--- src/rtl/seq_pkg.sv ---
// Shared constants for the serializer and the downstream 1010 sequence detector.
package seq_pkg;

  typedef enum logic [1:0] {
    S_IDLE  = 2'd0,
    S_SHIFT = 2'd1,
    S_GAP   = 2'd2
  } state_e;

  // Counter width able to hold 0..n-1, never narrower than one bit.
  function automatic int unsigned cnt_w(input int unsigned n);
    return (n > 1) ? $clog2(n) : 1;
  endfunction

endpackage

--- src/rtl/mod_counter.sv ---
// Load/enable counter over 0..N-1; counts up or down and holds at its terminal value.
module mod_counter
  import seq_pkg::*;
#(
  parameter int unsigned N    = 2,
  parameter bit          DOWN = 1'b0,
  localparam int unsigned W   = cnt_w(N)
) (
  input  logic         clk,
  input  logic         rst_n,
  input  logic         clr,
  input  logic         load,
  input  logic [W-1:0] load_val,
  input  logic         en,
  output logic [W-1:0] cnt
);

  logic [W-1:0] cnt_q;
  logic [W-1:0] cnt_d;

  assign cnt = cnt_q;

  // Clear wins over load, load wins over enable; no wrap past either end.
  always_comb begin
    cnt_d = cnt_q;
    if (clr) begin
      cnt_d = '0;
    end else if (load) begin
      cnt_d = load_val;
    end else if (en) begin
      if (DOWN) begin
        if (cnt_q != '0) cnt_d = cnt_q - W'(1);
      end else begin
        if (cnt_q != W'(N - 1)) cnt_d = cnt_q + W'(1);
      end
    end
  end

  always_ff @(posedge clk or negedge rst_n) begin
    if (!rst_n) cnt_q <= '0;
    else        cnt_q <= cnt_d;
  end

endmodule

--- src/rtl/bit_serializer.sv ---
// Parallel-to-serial stage feeding the 1010 detector: valid/ready word in, one bit per clk out.
module bit_serializer
  import seq_pkg::*;
#(
  parameter int unsigned WIDTH     = 8,
  parameter bit          MSB_FIRST = 1'b1,
  parameter int unsigned GAP       = 0,
  parameter bit          IDLE_BIT  = 1'b0,
  localparam int unsigned CNT_W    = $clog2(WIDTH)
) (
  input  logic             clk,
  input  logic             rst,
  input  logic [WIDTH-1:0] in_data,
  input  logic             in_valid,
  output logic             in_ready,
  output logic             sout,
  output logic             sout_valid,
  output logic             frame_start,
  output logic             frame_end,
  output logic             busy,
  output logic [CNT_W-1:0] bit_cnt
);

  localparam bit          NO_GAP = (GAP == 0);
  localparam int unsigned GAP_N  = NO_GAP ? 1 : GAP;
  localparam int unsigned GAP_W  = cnt_w(GAP_N);

  state_e           state_q, state_d;
  logic [WIDTH-1:0] shreg_q, shreg_d, shreg_shift;
  logic             sout_q, sout_d;
  logic             sout_valid_q, sout_valid_d;
  logic             frame_start_q, frame_start_d;
  logic             frame_end_q, frame_end_d;
  logic             busy_q, busy_d;

  logic             bit_clr, bit_en;
  logic             gap_load, gap_en;
  logic [GAP_W-1:0] gap_cnt;
  logic             bit_last, gap_done, accept;

  mod_counter #(.N(WIDTH), .DOWN(1'b0)) u_bit_cnt (
    .clk      (clk),
    .rst_n    (rst),
    .clr      (bit_clr),
    .load     (1'b0),
    .load_val ('0),
    .en       (bit_en),
    .cnt      (bit_cnt)
  );

  // Loaded with GAP-1 so the GAP state lasts exactly GAP cycles.
  mod_counter #(.N(GAP_N), .DOWN(1'b1)) u_gap_cnt (
    .clk      (clk),
    .rst_n    (rst),
    .clr      (1'b0),
    .load     (gap_load),
    .load_val (GAP_W'(GAP_N - 1)),
    .en       (gap_en),
    .cnt      (gap_cnt)
  );

  assign bit_last = (bit_cnt == CNT_W'(WIDTH - 1));
  assign gap_done = (gap_cnt == '0);
  assign in_ready = (state_q == S_IDLE) || (NO_GAP && (state_q == S_SHIFT) && bit_last);
  assign accept   = in_valid && in_ready;

  assign shreg_shift = MSB_FIRST ? {shreg_q[WIDTH-2:0], 1'b0} : {1'b0, shreg_q[WIDTH-1:1]};

  always_comb begin
    state_d  = state_q;
    shreg_d  = shreg_q;
    bit_clr  = 1'b0;
    bit_en   = 1'b0;
    gap_load = 1'b0;
    gap_en   = 1'b0;
    unique case (state_q)
      S_IDLE: begin
        if (accept) begin
          state_d = S_SHIFT;
          shreg_d = in_data;
          bit_clr = 1'b1;
        end
      end
      S_SHIFT: begin
        if (!bit_last) begin
          shreg_d = shreg_shift;
          bit_en  = 1'b1;
        end else begin
          bit_clr = 1'b1;
          if (!NO_GAP) begin
            state_d  = S_GAP;
            gap_load = 1'b1;
          end else if (accept) begin
            shreg_d = in_data;
          end else begin
            state_d = S_IDLE;
          end
        end
      end
      S_GAP: begin
        if (gap_done) state_d = S_IDLE;
        else          gap_en  = 1'b1;
      end
      default: state_d = S_IDLE;
    endcase
  end

  // Outputs are computed from next-state values so they line up with bit_cnt after the edge.
  always_comb begin
    sout_d        = IDLE_BIT;
    sout_valid_d  = 1'b0;
    frame_start_d = 1'b0;
    frame_end_d   = 1'b0;
    busy_d        = (state_d != S_IDLE);
    if (state_d == S_SHIFT) begin
      sout_d        = MSB_FIRST ? shreg_d[WIDTH-1] : shreg_d[0];
      sout_valid_d  = 1'b1;
      frame_start_d = bit_clr;
      frame_end_d   = bit_en && (bit_cnt == CNT_W'(WIDTH - 2));
    end
  end

  always_ff @(posedge clk or negedge rst) begin
    if (!rst) begin
      state_q       <= S_IDLE;
      shreg_q       <= '0;
      sout_q        <= IDLE_BIT;
      sout_valid_q  <= 1'b0;
      frame_start_q <= 1'b0;
      frame_end_q   <= 1'b0;
      busy_q        <= 1'b0;
    end else begin
      state_q       <= state_d;
      shreg_q       <= shreg_d;
      sout_q        <= sout_d;
      sout_valid_q  <= sout_valid_d;
      frame_start_q <= frame_start_d;
      frame_end_q   <= frame_end_d;
      busy_q        <= busy_d;
    end
  end

  assign sout        = sout_q;
  assign sout_valid  = sout_valid_q;
  assign frame_start = frame_start_q;
  assign frame_end   = frame_end_q;
  assign busy        = busy_q;

endmodule
--- config.mk ---
export PLATFORM = sky130hd
export DESIGN_NAME = bit_serializer
export DESIGN_NICKNAME = d
export VERILOG_FILES = /design/src/rtl/seq_pkg.sv /design/src/rtl/mod_counter.sv /design/src/rtl/bit_serializer.sv
export SDC_FILE = /design/constraint.sdc
export NUM_CORES = 1
export LEC_CHECK = 0
export BUFFER_PORTS_ARGS = -buffer_cell sky130_fd_sc_hd__clkbuf_2
export CAP_MARGIN = 15
export CELL_PAD_IN_SITES_DETAIL_PLACEMENT = 0
export CELL_PAD_IN_SITES_GLOBAL_PLACEMENT = 1
export CORE_UTILIZATION = 35
export DETAILED_ROUTE_END_ITERATION = 8
export PLACE_DENSITY_LB_ADDON = 0.15
export SETUP_SLACK_MARGIN = 0.2
export SLEW_MARGIN = 20
export SYNTH_ARGS = -nofsm -noshare
export SYNTH_HDL_FRONTEND = slang
export SYNTH_SLANG_ARGS = --single-unit
--- constraint.sdc ---
create_clock -name clk -period 1.4 [get_ports clk]
set_input_delay 0.21 -clock clk [delete_from_list [all_inputs] [get_ports clk]]
set_output_delay 0.21 -clock clk [all_outputs]
set_load 0.02 [all_outputs]
==> impl_metrics.env <==
export IMPL_hp_start="in_data[0]"
export IMPL_core_region_area_um2=2040
export IMPL_fin_setup_tns_ps=-4090
export IMPL_clockRootBuffer="clkbuf_4"
export IMPL_route_vias_total=634
export IMPL_failed_checks="setup timing"
export IMPL_p_per_area_nw_per_um2=1020
export IMPL_end_kind="primary output"
export IMPL_dp_cells=114
export IMPL_cp_required_ps=1190
export IMPL_rsz0062_at_grt="yes"
export IMPL_status="complete, but fails checks"
export IMPL_vdd_drop_max_v=0.000655
export IMPL_insertion_delay_ps=300
export IMPL_cp_start_kind="flip-flop"
export IMPL_synth_area_um2=791
export IMPL_synthFlopType="dfrtp_1"
export IMPL_final_max_slew_viol_count=0
export IMPL_holdCritPathClass="input port to flip-flop"
export IMPL_p_leak_nw=0.574
export IMPL_crit_start="u_bit_cnt.cnt[1]$_DFFE_PN0P_"
export IMPL_ys_seq_area_share_pct=53.8
export IMPL_layout_worst_path_cycle_share_pct=122
export IMPL_wl_met2_um=879
export IMPL_grt_ovfl_total=0
export IMPL_wl_met1_um=755
export IMPL_fp_dieW_um=49.5
export IMPL_netlist_instances=64
export IMPL_dp_hpwl_um=1170
export IMPL_die_area_um2=2450
export IMPL_hold_ws_ps=113
export IMPL_r2r_start="u_bit_cnt.cnt[1]$_DFFE_PN0P_"
export IMPL_die_h_um=49.5
export IMPL_drv_cap=0
export IMPL_io_pins=20
export IMPL_min_period_ps=1710
export IMPL_initialDrtViolationCount=3
export IMPL_hold_path_depth=2
export IMPL_wl_per_cell_um=13.9
export IMPL_final_cells=128
export IMPL_gp_congestion=0.710
export IMPL_synth_area_per_cell_um2=12.4
export IMPL_core_rowCount=16
export IMPL_synth_compound_area_share_pct=18.7
export IMPL_drtPass1Iterations=2
export IMPL_yosys_top_cells_count="dfrtp_1 (17), a31oi_1 (7), and3b_2 (7)"
export IMPL_setup_viol=18
export IMPL_r2r_end="shreg_q[0]$_DFFE_PN0N_"
export IMPL_yosys_top_cells_area="dfrtp_1 (54%), and3b_2 (8.9%), o2bb2ai_1 (6.6%)"
export IMPL_crit_type="flip-flop to primary output"
export IMPL_final_nets=116
export IMPL_cpMostUsedCell="ha_4"
export IMPL_clk_pin_slew_ps=110
export IMPL_cpMaxStageDelayCell="dfrtp_2"
export IMPL_synth_fp_nets=78
export IMPL_diodes=0
export IMPL_synth_top_family_by_area="compound AO/OA/AOI/OAI gates"
export IMPL_grt_pass1_vias=724
export IMPL_viasPerCell=4.95
export IMPL_start_util_pct=38.7
export IMPL_drive_above_1_share_pct=64.4
export IMPL_synth_simple_area_share_pct=15.5
export IMPL_cts_tree="yes"
export IMPL_ys_ff_latch=17
export IMPL_io_buffers=19
export IMPL_met3_length_um=99
export IMPL_areaGrowthSynthToFinish_pct=50.8
export IMPL_synth_most_common_cell="dfrtp_1"
export IMPL_clock_skew_ps=9.28
export IMPL_synth_adder_area_share_pct=4.75
export IMPL_grt_max_degree=18
export IMPL_clock_sinks=17
export IMPL_route_detailed_drc=0
export IMPL_drt_total_wl_um=1780
export IMPL_clockBufferDepth=2
export IMPL_antenna_found_initial=0
export IMPL_synth_top_area_share_pct=53.8
export IMPL_finalHoldViolCount=0
export IMPL_synth_area_mux_share_pct=1.42
export IMPL_topRoutingLayerUsed="met4"
export IMPL_reg2reg_depth=8
export IMPL_holdPathEnd="shreg_q[0]$_DFFE_PN0N_"
export IMPL_numCtsBuffers=3
export IMPL_yosysTopAreaCell="dfrtp_1"
export IMPL_arrival_ps=1500
export IMPL_synth_edf_count=0
export IMPL_fin_area_um2=1190
export IMPL_synth_xor_area_share_pct=0
export IMPL_synthArstFlopShare_pct=100
export IMPL_r2r_slack_ps=-290
export IMPL_synth_cell_types=23
export IMPL_grt_total_usage_pct=17.1
export IMPL_placed_cell_area_um2=982
export IMPL_max_freq_mhz=584
export IMPL_worst_slack_ps=-313
export IMPL_worstPathCellList="ha_4 > ha_4 > and2b_4 > nor2_1 > buf_4"
export IMPL_crit_path_max_fanout=2
export IMPL_grt_pass1_wl_um=3120
export IMPL_yosysWarnings=0
export IMPL_h_tree_depth=1
export IMPL_detail_route_antenna_nets=0
export IMPL_dp_slack_ps=-103
export IMPL_max_stage_delay_ps=440
==> critical path: cells and delay by family, from the launching register on <==
kind,cells,cell delay [ps]
adders and majority gates,2,320
and+or+nand+nor,2,280
DFF,1,440
buffers and inverters,1,170
==> cells in the final DEF (no fill, tap or decap) <==
master / count
a22o_1: 2
a31oi_1: 5
a31oi_2: 2
and2b_4: 1
and3b_2: 7
buf_4: 7
buf_6: 11
buf_8: 2
clkbuf_2: 15
clkbuf_4: 3
clkbuf_8: 1
clkinv_2: 1
conb_1: 1
dfrtp_1: 14
dfrtp_2: 3
dlygate4sd3_1: 1
ha_1: 1
ha_4: 2
inv_1: 1
inv_2: 3
mux2_2: 1
nand2_1: 2
nand2b_4: 1
nor2_1: 2
nor2_2: 1
nor3_1: 1
nor3b_2: 1
o21bai_1: 1
o21bai_4: 1
o2bb2ai_1: 5
o2bb2ai_2: 1
o31ai_2: 1
==> logic make-up after synthesis <==
logic type / Yosys count
mux: 1
other cells: 1
buf+inv: 8
flops: 17
fa+ha+maj: 3
simple gates: 16
compound gates: 18
==> flip-flops by register name, indices dropped and copies added, names as in the netlist <==
name	flops
busy	1
frame_end	1
frame_start	1
shreg_q	7
sout	1
sout_valid	1
state_q	2
u_bit_cnt.cnt	3
==> metal layers <==
metal	up-vias	global-route usage [%]
li1	306	-
met1	307	20.1
met2	16	28.6
met3	5	3.70
met4	0	10.0
met5	-	0
==> power breakdown <==
part	internal, mW	switching, mW
registers	0.550	0.0456
logic	0.197	0.151
clock network	0.107	0.167
total	0.854	0.363
==> layout make-up <==
| cell class | count | area (um2) |
|---|---|---|
| fill | 175 | 850 |
| sequential | 17 | 429 |
| multi-input combinational | 39 | 382 |
| timing repair buffer | 37 | 305 |
| tap | 27 | 33.8 |
| clock buffer | 3 | 22.5 |
| inverter | 4 | 15.0 |
| clock inverter | 1 | 5.00 |
==> repair_timing <==
action                                 in CTS  in global routing
setup endpoints to repair                  20                 20
endpoints found under the hold margin      17                  0
pin swaps                                   7                  1
hold buffers                                1                  0
gates resized for setup                    17                  9
buffers inserted                            7                  2
==> metrics by stage <==
step	power, mW	util (%)
2_1_floorplan	0.750	-
3_3_place_gp	0.848	48.1
3_5_place_dp	0.850	48.1
4_1_cts	1.19	56.4
5_1_grt	1.29	58.4
6_report	1.22	58.4
==> worst max-delay path by stage <==
stage                                        end  slack (ps)  cells past startpoint
final                                   in_ready        -310                      5
after detailed placement  shreg_q[6]$_DFFE_PN0N_        -100                      5
after CTS                               in_ready        -310                      5
after floorplan           shreg_q[1]$_DFFE_PN0N_         -90                      6
after global routing                    in_ready        -360                      5
after global placement    shreg_q[6]$_DFFE_PN0N_         -70                      5
(Power assumes the default switching activity.)
